==> config.mk <==
export PLATFORM = sky130hd
export DESIGN_NAME = instr_fetch
export DESIGN_NICKNAME = d
export VERILOG_FILES = /design/src/rtl/instr_fetch.sv
export SDC_FILE = /design/constraint.sdc
export NUM_CORES = 1
export LEC_CHECK = 0
export ABC_CLOCK_PERIOD_IN_PS = 4700
export CAP_MARGIN = 20
export CORE_MARGIN = 4
export CORE_UTILIZATION = 48
export DETAILED_ROUTE_END_ITERATION = 12
export PLACE_DENSITY = 0.81
export SLEW_MARGIN = 20
export SYNTH_ARGS = -nofsm -noshare
export SYNTH_HDL_FRONTEND = slang
export SYNTH_SLANG_ARGS = --single-unit
==> constraint.sdc <==
create_clock -name clk -period 4.7 [get_ports clk]
set_clock_uncertainty 0.05 [all_clocks]
set_input_delay 0.47 -clock clk [delete_from_list [all_inputs] [get_ports clk]]
set_output_delay 0.47 -clock clk [all_outputs]
set_load 0.02 [all_outputs]
==> src/rtl/instr_fetch.sv <==
// Instruction fetch stage: PC, ROM addressing, one-word holding register with valid/ready.
// Optional misaligned-redirect flagging is enabled by defining FETCH_MISALIGN_EN.
module instr_fetch #(
    parameter logic [31:0] RESET_PC = 32'h0000_0000,
    parameter int unsigned ADDR_W   = 14
) (
    input  logic              clk,
    input  logic              rst_n,
    output logic [ADDR_W-1:0] o_rom_addr,
    input  logic [31:0]       i_rom_data,
    input  logic              i_fetch_req,
    output logic              o_instr_valid,
    input  logic              i_instr_ready,
    output logic [31:0]       o_instr,
    output logic [31:0]       o_instr_pc,
    input  logic              i_redirect,
    input  logic [31:0]       i_redirect_pc,
    output logic              o_misalign
);

    typedef enum logic [1:0] {
        StIdle,
        StWait,
        StValid
    } state_e;

    state_e      state_q, state_d;
    logic [31:0] pc_q, pc_d;
    logic [31:0] instr_q, instr_d;
    logic [31:0] instr_pc_q, instr_pc_d;
    logic        misalign_q, misalign_d;

    logic [31:0] redirect_target;
    logic        redirect_misaligned;

`ifdef FETCH_MISALIGN_EN
    assign redirect_target     = i_redirect_pc;
    assign redirect_misaligned = |i_redirect_pc[1:0];
`else
    logic unused_redirect_low;
    assign unused_redirect_low = ^i_redirect_pc[1:0];
    assign redirect_target     = {i_redirect_pc[31:2], 2'b00};
    assign redirect_misaligned = 1'b0;
`endif

    always_comb begin
        state_d    = state_q;
        pc_d       = pc_q;
        instr_d    = instr_q;
        instr_pc_d = instr_pc_q;
        misalign_d = misalign_q;

        // Redirect squashes whatever is in flight or held, regardless of state.
        if (i_redirect) begin
            pc_d       = redirect_target;
            state_d    = StIdle;
            misalign_d = redirect_misaligned;
        end else begin
            unique case (state_q)
                StIdle: begin
                    if (i_fetch_req && !misalign_q) begin
                        state_d = StWait;
                    end
                end
                StWait: begin
                    instr_d    = i_rom_data;
                    instr_pc_d = pc_q;
                    state_d    = StValid;
                end
                StValid: begin
                    if (i_instr_ready) begin
                        pc_d    = pc_q + 32'd4;
                        state_d = StIdle;
                    end
                end
                default: state_d = StIdle;
            endcase
        end
    end

    always_ff @(posedge clk or negedge rst_n) begin
        if (!rst_n) begin
            state_q    <= StIdle;
            pc_q       <= RESET_PC;
            instr_q    <= 32'h0;
            instr_pc_q <= 32'h0;
            misalign_q <= 1'b0;
        end else begin
            state_q    <= state_d;
            pc_q       <= pc_d;
            instr_q    <= instr_d;
            instr_pc_q <= instr_pc_d;
            misalign_q <= misalign_d;
        end
    end

    assign o_rom_addr    = pc_q[ADDR_W-1:0];
    assign o_instr_valid = (state_q == StValid);
    assign o_instr       = instr_q;
    assign o_instr_pc    = instr_pc_q;
    assign o_misalign    = misalign_q;

    // A presented word must not change until it is accepted or squashed.
    a_hold_stable: assert property (@(posedge clk) disable iff (!rst_n)
        (o_instr_valid && !i_instr_ready && !i_redirect)
            |=> (o_instr_valid && $stable(o_instr) && $stable(o_instr_pc)));

endmodule

==> flow_summary_export.csv <==
group,metric,value,unit
cells_and_area,multi_input_area,1763,um2
setup_path,crit_arrival,2.64,ns
routing,drtIter0Drc,121,
placement,hpwl,7.534,mm
global_routing,antenna_found_initial,0,
cells_and_area,drive_gt1_share,18.20,%
timing,maxSlewHeadroom,39.08,%
yosys,syn-cell-area,4328,um2
yosys,synth.area.top_cells,"dfrtp_1, mux2_2, buf_4",
placement,gp_congestion,0.8639,
routing,drc,0,
yosys,synth_async_sr_flop_share,100.0,%
routing,antenna_left,0,
yosys,yosysTopAreaCell,"dfrtp_1",
yosys,synth_warnings,0,
yosys,synth-seq-cells,94,
yosys,syn_inst,370,
floorplan,core-area,8763,um2
power_and_ir_drop,fin_total_pwr,2554,uW
clock_tree,clk_pin_slew,0.08,ns
outcome,status,"finished, final reports clean",
worst_hold_path,min_path_type,"input pin to async pin",
floorplan,initial_core_util,49.39,%
clock_tree,cts.sinks,94,
floorplan,ioPinCount,149,
setup_path,path_class,"input pin to flop",
yosys,avgSynthCellArea,11.70,um2
setup_path,critPathCaptureType,"flop",
routing,num_vias,3365,
placement,place_inst,592,
clock_tree,clock-root-buffer,"clkbuf_8",
timing,hold_viol,0,
yosys,synthFlopType,"dfrtp_1",
routing,first_pass_iters,4,
setup_path,path_max_fanout,18,
cells_and_area,nNetsFinal,565,
clock_tree,clock_path_buffers,2,
run,drv_cap,0,
timing,worst_slew_pin_slew,0.9127,ns
timing,grt_setup_unrepaired,"false",
timing,holdWs,0.07852,ns
floorplan,num_rows,34,
cells_and_area,final_common_cell,"clkdlybuf4s50_1",
timing,layout_min_cycle_time,2.433,ns
clock_tree,holdBufCountCts,0,
setup_path,required,4.91,ns
floorplan,dieArea,10600,um2
global_routing,grt_pass1_wl,16.90,mm
yosys,synth-edff-count,0,
routing,viasPerCell,5.535,
floorplan,die_w,103.0,um
yosys,ys_seq_area_share,54.35,%
routing,wirelength,10.32,mm
global_routing,grt_usage,20.39,%
timing,tns,0,ns
routing,wl_per_cell,16.98,um
timing,slew_viol_final,0,
clock_tree,cts-resized-gates,0,
yosys,ys_types,39,
power_and_ir_drop,p_leak,0.002352,uW
yosys,netlist.area_leader.share,54.35,%
clock_tree,cts_max_level,3,
timing,max_freq,411.1,MHz
clock_tree,clock_latency,0.34,ns
setup_path,cp-start-kind,"input pin",
placement,port_buffers,141,
cells_and_area,fillers,665,
timing,setup_violations,0,
clock_tree,cts_setup_buffers,0,
cells_and_area,most-common-layout-cells,"clkdlybuf4s50_1, dfrtp_1, mux2_2",
cells_and_area,finish.utilization,67.93,%
floorplan,die_h,103.0,um
clock_tree,tritoncts,"yes",
cells_and_area,register_area,2352,um2
global_routing,grt_pass1_vias,3496,
cells_and_area,fin_cells,608,
cells_and_area,antenna_cells,0,
power_and_ir_drop,worst_ir_drop_vdd,0.0002147,V
timing,period_share,51.76,%
global_routing,grt_max_degree,49,
cells_and_area,syn_to_final_growth,37.55,%
power_and_ir_drop,power.density,428.9,nW/um2
global_routing,gr-total-overflow,0,
clock_tree,cts_made_buffers,9,
==> worst max-delay path: stages <==
cell             delay, ns
clkdlybuf4s50_1       0.53
and4b_1               0.29
nand3_1               0.49
or4_1                 0.66
a31oi_1               0.19
==> through the flow <==
stage                     setup WS (ns)  area, um2
final                             2.267       5953
after global routing              2.126       5953
after CTS                         2.284       5953
after detailed placement          1.911       5719
after global placement            1.955       5719
after floorplan                   2.722       4343
==> per-layer routing <==
layer  up-vias  wire length [um]  track usage [%]
met1      1656              4065            24.76
met5         -                 0                0
li1       1569                 -                -
met2       126              5225            34.14
met4         0               162            7.869
met3        14               868            6.157
==> report_power, final <==
group | total, uW | internal, uW | leakage, uW | switching, uW
Sequential | 1100 | 983 | 0.00112 | 114
Combinational | 851 | 459 | 0.00112 | 392
Clock | 606 | 343 | 0.000120 | 263
==> path summary, 6_finish.rpt <==
check | start | endpoint | slack, ns | depth (start not counted)
min reg2reg | o_instr_pc[17]$_DFFE_PN0P_ | o_instr_pc[17]$_DFFE_PN0P_ | 0.46 | 1
min | rst_n | o_instr[30]$_DFFE_PN0P_ | 0.08 | 1
min in group clk | o_instr_pc[17]$_DFFE_PN0P_ | o_instr_pc[17]$_DFFE_PN0P_ | 0.46 | 1
max | i_instr_ready | pc_q[30]$_DFFE_PN0P_ | 2.27 | 5
max in group asynchronous | rst_n | pc_q[24]$_DFFE_PN0P_ | 3.51 | 2
max reg2reg | pc_q[5]$_DFFE_PN0P_ | pc_q[30]$_DFFE_PN0P_ | 2.41 | 4
==> registers in the layout, summed over array words and instances (netlist names) <==
| name | cells |
|---|---|
| pc_q | 30 |
| o_instr_pc | 30 |
| o_instr | 32 |
| state_q | 2 |
==> area by class of cell <==
type / count / share of cell area, %
flip-flops and latches: 94 / 39.51
inverters: 8 / 0.5044
repair buffers: 145 / 24.17
well taps: 108 / 2.270
multi-input cells: 237 / 29.61
clock inverters: 3 / 1.093
clock buffers: 13 / 2.837
==> synth_stat cells, types with 4 or more instances <==
library cell	n
a31oi_1	15
buf_4	17
clkbuf_1	17
dfrtp_1	94
inv_1	8
mux2_2	62
nand2_1	28
nand3_1	13
nand4_1	7
nand4b_1	4
nor2_1	17
nor3_1	4
nor4_1	6
o21ai_0	13
o31ai_1	10
o41ai_1	4
or2_2	4
or3_1	4
or4_1	12
xnor2_1	6
xor2_1	5
==> cell families after synthesis <==
| group | Yosys count | share of synthesized area (%) |
|---|---|---|
| AND/OR/NAND/NOR | 110 | 14.19 |
| flip-flops | 94 | 54.35 |
| multiplexers | 63 | 16.36 |
| AO/OA/AOI/OAI | 47 | 7.112 |
| buffers and inverters | 43 | 5.377 |
| XOR/XNOR | 11 | 2.226 |
| adder cells (fa/ha/maj) | 1 | 0.2891 |
| other | 1 | 0.08665 |
(Power assumes the default switching activity.)
